===== src/rtl/elevator_call_panel.sv =====
// Elevator cabin/landing panel front end: synchronizes raw buttons and toggle switches,
// debounces calls into a latched request register, and tracks occupancy, overweight and SOS.
module elevator_call_panel #(
   parameter int DEBOUNCE_CYCLES = 4,
   parameter int MAX_PEOPLE      = 6,
   parameter int COUNT_W         = 4
) (
   input  logic               clk_50,
   input  logic               rst_n,
   input  logic               button1,
   input  logic               button2,
   input  logic               button3,
   input  logic               sos_flip,
   input  logic               weight_flip,
   input  logic               weight_flip_reset,
   input  logic [2:0]         floor,
   input  logic               door,
   output logic [2:0]         call_req,
   output logic               led1,
   output logic               led2,
   output logic               led3,
   output logic [COUNT_W-1:0] people_count,
   output logic               sos_mode,
   output logic               weight_limit_exceeded
);

   typedef enum logic [1:0] {IDLE, CHECK, HELD} btn_state_t;

   localparam logic [7:0]       DEB_LEN  = 8'(DEBOUNCE_CYCLES);
   localparam logic [COUNT_W:0] MAX_PPL  = (COUNT_W+1)'(MAX_PEOPLE);
   localparam logic [COUNT_W-1:0] CNT_ONE = {{(COUNT_W-1){1'b0}}, 1'b1};

   function automatic logic [COUNT_W-1:0] sat_inc(input logic [COUNT_W-1:0] v);
      return (&v) ? v : v + CNT_ONE;
   endfunction

   logic [2:0]         btn_p0, btn_p1;
   // flip bit 0 = sos, bit 1 = weight, bit 2 = weight reset
   logic [2:0]         flip_p0, flip_p1, flip_prev;
   logic [1:0]         arm_cnt;
   logic               armed;
   logic [2:0]         flip_evt;

   btn_state_t         state_q [3];
   btn_state_t         state_d [3];
   logic [7:0]         cnt_q   [3];
   logic [7:0]         cnt_d   [3];
   logic [2:0]         press;

   logic [2:0]         call_q, call_d, clear, set;
   logic               sos_q, sos_d, sos_rise;
   logic [COUNT_W-1:0] count_q, count_d;
   logic               wle_q, wle_d;

   // ---- synchronizer stages ----
   always_ff @(posedge clk_50 or negedge rst_n) begin
      if (!rst_n) begin
         btn_p0    <= 3'b111;
         btn_p1    <= 3'b111;
         flip_p0   <= 3'b000;
         flip_p1   <= 3'b000;
         flip_prev <= 3'b000;
         arm_cnt   <= 2'd0;
      end else begin
         btn_p0    <= {button3, button2, button1};
         btn_p1    <= btn_p0;
         flip_p0   <= {weight_flip_reset, weight_flip, sos_flip};
         flip_p1   <= flip_p0;
         flip_prev <= flip_p1;
         if (arm_cnt != 2'd3) arm_cnt <= arm_cnt + 2'd1;
      end
   end

   // Arming waits for the synchronizer to fill so levels held through reset make no event.
   assign armed    = (arm_cnt == 2'd3);
   assign flip_evt = armed ? (flip_p1 ^ flip_prev) : 3'b000;

   // ---- button debounce FSMs ----
   always_ff @(posedge clk_50 or negedge rst_n) begin
      if (!rst_n) begin
         for (int i = 0; i < 3; i++) begin
            state_q[i] <= IDLE;
            cnt_q[i]   <= 8'd0;
         end
      end else begin
         for (int i = 0; i < 3; i++) begin
            state_q[i] <= state_d[i];
            cnt_q[i]   <= cnt_d[i];
         end
      end
   end

   always_comb begin
      press = 3'b000;
      for (int i = 0; i < 3; i++) begin
         state_d[i] = state_q[i];
         cnt_d[i]   = cnt_q[i];
         case (state_q[i])
            IDLE: begin
               if (!btn_p1[i]) begin
                  state_d[i] = CHECK;
                  cnt_d[i]   = 8'd1;
               end
            end
            CHECK: begin
               if (btn_p1[i]) begin
                  state_d[i] = IDLE;
               end else if (cnt_q[i] == DEB_LEN) begin
                  press[i]   = 1'b1;
                  state_d[i] = HELD;
               end else begin
                  cnt_d[i] = cnt_q[i] + 8'd1;
               end
            end
            HELD: begin
               if (btn_p1[i]) state_d[i] = IDLE;
            end
            default: state_d[i] = IDLE;
         endcase
      end
   end

   // ---- call latch, SOS and occupancy ----
   always_comb begin
      clear    = floor & {3{door}};
      set      = press & ~clear & {3{~sos_q & ~wle_q}};
      sos_rise = flip_evt[0] & ~sos_q;
      sos_d    = sos_q ^ flip_evt[0];
      call_d   = sos_rise ? 3'b000 : ((call_q & ~clear) | set);
      count_d  = count_q;
      if (flip_evt[2])      count_d = '0;
      else if (flip_evt[1]) count_d = sat_inc(count_q);
      wle_d    = ({1'b0, count_d} > MAX_PPL);
   end

   always_ff @(posedge clk_50 or negedge rst_n) begin
      if (!rst_n) begin
         call_q  <= 3'b000;
         sos_q   <= 1'b0;
         count_q <= '0;
         wle_q   <= 1'b0;
      end else begin
         call_q  <= call_d;
         sos_q   <= sos_d;
         count_q <= count_d;
         wle_q   <= wle_d;
      end
   end

   assign call_req              = call_q;
   assign led1                  = call_q[0];
   assign led2                  = call_q[1];
   assign led3                  = call_q[2];
   assign people_count          = count_q;
   assign sos_mode              = sos_q;
   assign weight_limit_exceeded = wle_q;

endmodule


===== config.mk =====
export PLATFORM = sky130hd
export DESIGN_NAME = elevator_call_panel
export DESIGN_NICKNAME = d
export VERILOG_FILES = /design/src/rtl/elevator_call_panel.sv
export SDC_FILE = /design/constraint.sdc
export NUM_CORES = 1
export LEC_CHECK = 0
export ABC_AREA = 1
export BUFFER_PORTS_ARGS = -buffer_cell sky130_fd_sc_hd__buf_4
export CAP_MARGIN = 15
export CORE_MARGIN = 1
export CORE_UTILIZATION = 45
export CTS_CLUSTER_SIZE = 30
export DETAILED_ROUTE_END_ITERATION = 8
export PLACE_DENSITY = 0.66
export SETUP_SLACK_MARGIN = 0.02
export SYNTH_ARGS = -nofsm -noshare
export SYNTH_HDL_FRONTEND = slang
export SYNTH_SLANG_ARGS = --single-unit
export TNS_END_PERCENT = 100

===== constraint.sdc =====
create_clock -name clk_50 -period 1.31 [get_ports clk_50]
set_input_delay 0 -clock clk_50 [delete_from_list [all_inputs] [get_ports clk_50]]
set_output_delay 0 -clock clk_50 [all_outputs]
set_load 0.01 [all_outputs]

Yosys cells after proc, flatten, opt, wreduce, memory -nomap -nowiden
Index checks and enable logic that the tools add are counted.

operators by class
  $lt $le $gt $ge = 1
  bitwise logic cells = 12
  equality and inequality tests = 26
  reduce and logical (&&, ||, !) cells = 13
  mux-type cells = 41
  add/sub/neg operators = 5

operators with widths
  operator                                             count
  two-way mux 8 bit                                    9
  one-hot mux 8 bit (2 select lines)                   3
  != test 2 bit (second input constant)                13
  adder 8 x 1 -> 8 bit (second input constant)         3
  == test 8 x 3 -> 1 bit (second input constant)       3
  two-way mux 2 bit                                    12
  one-hot mux 2 bit (3 select lines)                   3
  AND reduction 4 bit                                  4
  AND 3 bit                                            4
  two-way mux 4 bit                                    3
  two-way mux 1 bit                                    9
  != test 3 bit (second input constant)                3
  AND reduction 3 bit                                  3
  == test 2 bit (second input constant)                4
  == test 2 x 1 -> 1 bit (second input constant)       3
  logical NOT 2 bit                                    3
  two-way mux 3 bit                                    2
  nonzero test 2 bit                                   3
  adder 4 x 1 -> 4 bit (second input constant)         1
  > comparator 4 x 3 -> 1 bit (second input constant)  1
  NOT 3 bit                                            1
  bitwise OR 3 bit                                     1
  XOR 3 bit                                            1
  adder 2 x 1 -> 2 bit (second input constant)         1
  other kinds (3)                                      5

storage, ports and cells
  output and inout port bits = 12
  logic and storage cells = 114
  flip-flop bits (word level) = 56
  bits of input ports = 12

Longest topological paths before layout
  word-level depth = 8
  gate-level depth with buffers = 10
  gate-level depth less buffers = 10

Worst setup path after synthesis
No wires, ideal clock.

  path type = reg2reg
  start point = register cnt_q[0] (netlist name)
  end point = register cnt_q[0] (netlist name)
  data arrival time = 1.226 ns
  setup time = 0.120 ns
  buffers on the path = 0
  cell stages (with the launch flop) = 10
  period minus slack after synthesis = 1.347 ns
  path slack = -0.037 ns
  cells stage by stage = dfrtp_1 > inv_1 > ha_1 > nand2_1 > nor3_2 > nand2_2 > nand2_4 > inv_2 > o21ai_2 > o21ai_2

on the way
  cells in the longest elaborated chain, start to end = 4
  elaborated cells between the ends (all ways) = 7

ends and longest elaborated chain
  item                                line  RTL
  start: declaration                  46    logic [7:0] cnt_q [3];
  start signal: indexed assignment    88    cnt_q[i] <= cnt_d[i];
  adder 8 x 1 -> 8 bit                112   cnt_d[i] = cnt_q[i] + 8'd1;
  two-way mux 8 bit                   108   end else if (cnt_q[i] == DEB_LEN) begin
  two-way mux 8 bit                   106   if (btn_p1[i]) begin
  one-hot mux 8 bit (2 select lines)  98    case (state_q[i])

Parallel ways exist; a longest one is shown, timed or not. The select of a mux whose other input is x is not followed.
A chain may end at the register's enable or synchronous reset.

Worst setup path after layout
  start point = register cnt_q[8] (netlist name)
  end point = register call_q[1] (netlist: call_req[1])

on the way
  cells in the longest elaborated chain, start to end = 8

ends and longest elaborated chain
  item                     line  RTL
  == test 8 x 3 -> 1 bit   108
  two-way mux 1 bit        108
  two-way mux 1 bit        106
  two-way mux 1 bit        98
  AND 3 bit (2 in series)  126   set = press & ~clear & {3{~sos_q & ~wle_q}};
  bitwise OR 3 bit         129   call_d = sos_rise ? 3'b000 : ((call_q & ~clear) | set);
  two-way mux 3 bit        129
  named net call_d[1]      50    logic [2:0] call_q, call_d, clear, set;
  end signal: assignment   143   call_q <= call_d;
  end: declaration         50

The timed path passes the listed nets, and every way through them passes these cells.

==> results.txt <==
----------------------------------------------------
[Timing]
  Worst Max-Slew Pin Slew ... 0.346 ns
  Setup Skew ... between 0.006 and 0.007 ns
  Min Hold Slack ... ~0.14 ns
  Setup repair after global routing missed its margin ... yes
  Worst-case setup margin in the final layout ... -0.0370 ns
  Share of the cycle needed by the critical path after routing ... 1.03
  Total Neg Setup Slack ... -0.274 ns
  Setup violation total in the final timing report ... 12
  Highest achievable clock rate ... between 700 and 800 MHz
  Hold Vio Cnt, Final ... 0
  Post-route minimum period ... 1.35 ns
  Max-slew headroom at the worst pin ... 0.768
  Total count of max-transition violations in the final report ... 0

[Setup path]
  Kind of start point of the critical path ... flop
  Kind of end point of the critical path ... flop
  Flop-to-flop setup slack ... -0.04 ns
  Cell with the largest stage delay on the worst path ... sky130_fd_sc_hd__dfrtp_1
  Delay of the slowest cell on the worst path ... ~0.4 ns
  Launching point of the worst reg2reg path ... cnt_q[8]$_DFFE_PN0P_
  Buffer and inverter count on the worst path ... 2
  Startpoint-to-endpoint class of the critical path ... flop to flop
  Delay-heaviest family, CP ... simple AND/OR/NAND/NOR gates
  Sequence of cells on the critical path ... inv_2, ha_4, nand4_1, nor2_4, buf_6, a31oi_1, nor2_1
  Critical path peak fanout ... 3
  Count of cells along the worst register-to-register path ... 7
  Worst endpoint data arrival time ... approximately 1.6 ns
  Terminus of the critical flop-to-flop path ... call_req[1]$_DFF_PN0_
  Data required time of the critical path ... between 1.5 and 2 ns

[Floorplan]
  Site row count ... 28
  Number of ports placed on the die boundary ... 24
  Die width ... about 81 um
  Placeable core area ... roughly 0.006 sq mm
  Initial standard-cell utilization of the core ... 0.470
  Overall die area ... 0.00657 sq mm
  Die Y ... about 81 um

[Final layout]
  Number of filler instances in the final layout ... just under 500
  Area grow syn2layout ... 34.6%
  # diodes ... 0
  Storage element area ... 0.00141 sq mm
  Share of final-layout standard cells stronger than drive strength 1 ... 0.330
  Final net count ... 426
  Area of combinational cells with multiple inputs ... approximately 0.0014 sq mm
  Summed area of non-filler cells in the final layout ... 0.00379 sq mm

[Global route]
  GRT overflow ... 0
  Largest net degree at the start of global routing ... 27
  Total global routing track utilization ... 0.194
  Number of antenna violations at the first check in global routing ... 0
  Global-route wire length before repair ... just under 10000 um
  Vias in the first global route ... around 2200

[CTS]
  Clock Latency Late Sink ... 0.30 ns
  H-tree Lvls ... 2
  Number of buffers on the longest clock path ... 2
  CTS tree ... done
  Clk sinks ... 56
  Root Buffer ... sky130_fd_sc_hd__clkbuf_8
  TritonCTS Buffers ... 5
  Clock transition at the registers of the reported paths ... 0.10 ns

[Worst hold path]
  Classification of the worst-slack hold path ... input pin to asynchronous set/reset pin

[Pwr]
  Leakage ... 1.82 nW
  Pwr dens ... approximately 1100 mW/mm^2
  VDD IR max ... 0.701 mV

[Status]
  Result of the run ... finished, violations left
  Violations in the final reports ... setup timing

[Logic synthesis]
  Post-synth net total ... around 350
  Adder-cell share of the synthesized area ... 0.0400
  Largest family of logic cells by synthesized area ... simple AND/OR/NAND/NOR gates
  Mapped Cells ... 330
  Xor-xnor portion of the synthesized cell area ... 0.0218
  Dominant cells by area after synthesis ... sky130_fd_sc_hd__dfrtp_1 (44%), sky130_fd_sc_hd__nand2_1 (11%), sky130_fd_sc_hd__inv_1 (6.1%), sky130_fd_sc_hd__dfstp_2 (5.6%), sky130_fd_sc_hd__nand3_1 (5.2%)
  Share of synthesized area spent on multiplexers ... 0.00400
  Proportion of register bits with asynchronous set or reset after synthesis ... 1.00
  Post-Synthesis Mean Instance Area ... roughly 8.5 sq um
  Compound-cell area share of the yosys netlist ... 0.0751
  Simple-gate area share of the yosys netlist ... 0.280
  Total standard cell area after synthesis ... approximately 0.0028 sq mm
  Fraction of post-synthesis cell area in the top cell type by area ... 0.445
  Number of distinct library cell variants in the gate-level netlist after synthesis ... 33
  Dominant cell type by area after synthesis ... sky130_fd_sc_hd__dfrtp_1
  Flops & latches, synth ... 56
  Post-synth EDFFs ... 0
  Sequential fraction of the synthesis area ... 0.501
  Yosys warning total ... 0
  Top flip-flop cell by instance count after synthesis ... sky130_fd_sc_hd__dfrtp_1

[Place]
  Post-DP HPWL ... ~4000 um
  Final weighted congestion in routability-driven placement ... ~0.82
  Port Buffer Count ... 23
  Post-Place Worst Slack ... -0.0743 ns
  Cell area reported after detailed placement ... about 0.0032 sq mm

[Run]
  Max-cap check violation count ... 0

[Route]
  Per-cell routed wire length ... ~12 um
  Number of vias after detailed routing ... about 2400
  Avg Vias per Cell ... 4.90
  Total DRC errors in the routed layout ... 0
  Total routed wirelength ... 5890 um
  First DRT Iteration DRCs ... 86
  Detailed Routing Iterations Pass 1 ... 4
  Number of nets still failing antenna checks after routing ... 0

----------------------------------------------------
## cell usage in the layout, fill, tap and decap left out, drive strengths merged, types with 2 or more instances in the layout
cell type,instances
nand2,87
buf,55
inv,51
dfrtp,50
nor2,32
nand3,31
o21ai,28
dlygate4sd3,13
ha,9
nand4,8
nor3,8
xor2,6
dfstp,6
clkbuf,6
a31oi,2
a21oi,2
nand3b,2
or2,2
## worst max-delay path by stage
stage	slack, ns	start	depth (start not counted)	to
2_1_floorplan	0.02	cnt_q[0]$_DFFE_PN0P_	9	cnt_q[0]$_DFFE_PN0P_
3_3_place_gp	-0.03	cnt_q[8]$_DFFE_PN0P_	7	cnt_q[12]$_DFFE_PN0P_
3_5_place_dp	-0.07	cnt_q[8]$_DFFE_PN0P_	7	cnt_q[10]$_DFFE_PN0P_
4_1_cts	-0.06	cnt_q[8]$_DFFE_PN0P_	8	cnt_q[14]$_DFFE_PN0P_
5_1_grt	-0.13	cnt_q[8]$_DFFE_PN0P_	8	cnt_q[12]$_DFFE_PN0P_
6_report	-0.04	cnt_q[8]$_DFFE_PN0P_	7	call_req[1]$_DFF_PN0_
## kinds of logic after synthesis
family / after synthesis
AO/OA/AOI/OAI: 36
XOR/XNOR: 7
adder cells (fa/ha/maj): 9
buffers and inverters: 53
flip-flops: 56
multiplexers: 1
AND/OR/NAND/NOR: 168
## cells in the mapped netlist, types with 3 or more instances
master                    instances
sky130_fd_sc_hd__nor3_1           5
sky130_fd_sc_hd__nand4_1          8
sky130_fd_sc_hd__nand2_1         82
sky130_fd_sc_hd__ha_1             9
sky130_fd_sc_hd__dfstp_2          6
sky130_fd_sc_hd__nor2_1          28
sky130_fd_sc_hd__o21ai_2          4
sky130_fd_sc_hd__buf_4            3
sky130_fd_sc_hd__nand3_1         29
sky130_fd_sc_hd__o21ai_0         14
sky130_fd_sc_hd__xor2_1           6
sky130_fd_sc_hd__dfrtp_1         50
sky130_fd_sc_hd__inv_1           46
sky130_fd_sc_hd__o21ai_1         10
sky130_fd_sc_hd__nor3_2           3
## through the flow
| step | util | total power [W] | std cells |
|---|---|---|---|
| floorplan | - | 0.00245 | 330 |
| global placement | 0.539 | 0.00279 | 446 |
| detailed placement | 0.539 | 0.00281 | 446 |
| CTS | 0.607 | 0.00413 | 476 |
| global route | 0.632 | 0.00446 | 481 |
| finish | 0.632 | 0.00422 | 481 |
## power by group
part           switching, W  leakage, nW  internal [W]  total, W
Clock              0.000563       0.0558      0.000579   0.00114
Combinational      0.000558         1.06      0.000530   0.00109
Sequential         0.000126        0.704       0.00187   0.00199
## what timing repair did
action                                  CTS  global route
setup buffers                             6             5
pin swaps                                 9            13
gates cloned                              3             0
endpoints found under the setup margin   19            29
hold buffers                             13             0
endpoints found under the hold margin    61             0
resized for setup                        33            31
## routing by layer
layer  vias up  GRT usage  routed length (um)
li1       1210          -                   -
met1      1109      0.241                2720
met2        33      0.339                2960
met3         4     0.0360                 156
met4         0     0.0607                  59
met5         -          0                   0
## state kept, by name, summed over array words and instances, names as in the netlist
name	count
arm_cnt	2
btn_p0	3
weight_limit_exceeded	1
cnt_q	24
flip_prev	3
state_q	6
flip_p0	3
people_count	4
call_req	3
sos_mode	1
flip_p1	3
btn_p1	3
## area by class of cell
cell class                 instances  share of cell area
timing repair buffer              68               0.151
inverter                          50              0.0542
sequential                        56               0.373
multi-input combinational        223               0.366
timing repair inverter             1             0.00231
clock buffer                       6              0.0192
clock inverter                     2              0.0102
tap                               75              0.0248
## worst reg2reg max path, stage by stage, from the launching register on
cell	delay, ns
sky130_fd_sc_hd__dfrtp_1	0.41
sky130_fd_sc_hd__inv_2	0.09
sky130_fd_sc_hd__ha_4	0.13
sky130_fd_sc_hd__nand4_1	0.13
sky130_fd_sc_hd__nor2_4	0.25
sky130_fd_sc_hd__buf_6	0.14
sky130_fd_sc_hd__a31oi_1	0.06
sky130_fd_sc_hd__nor2_1	0.09
(Power assumes the default switching activity.)
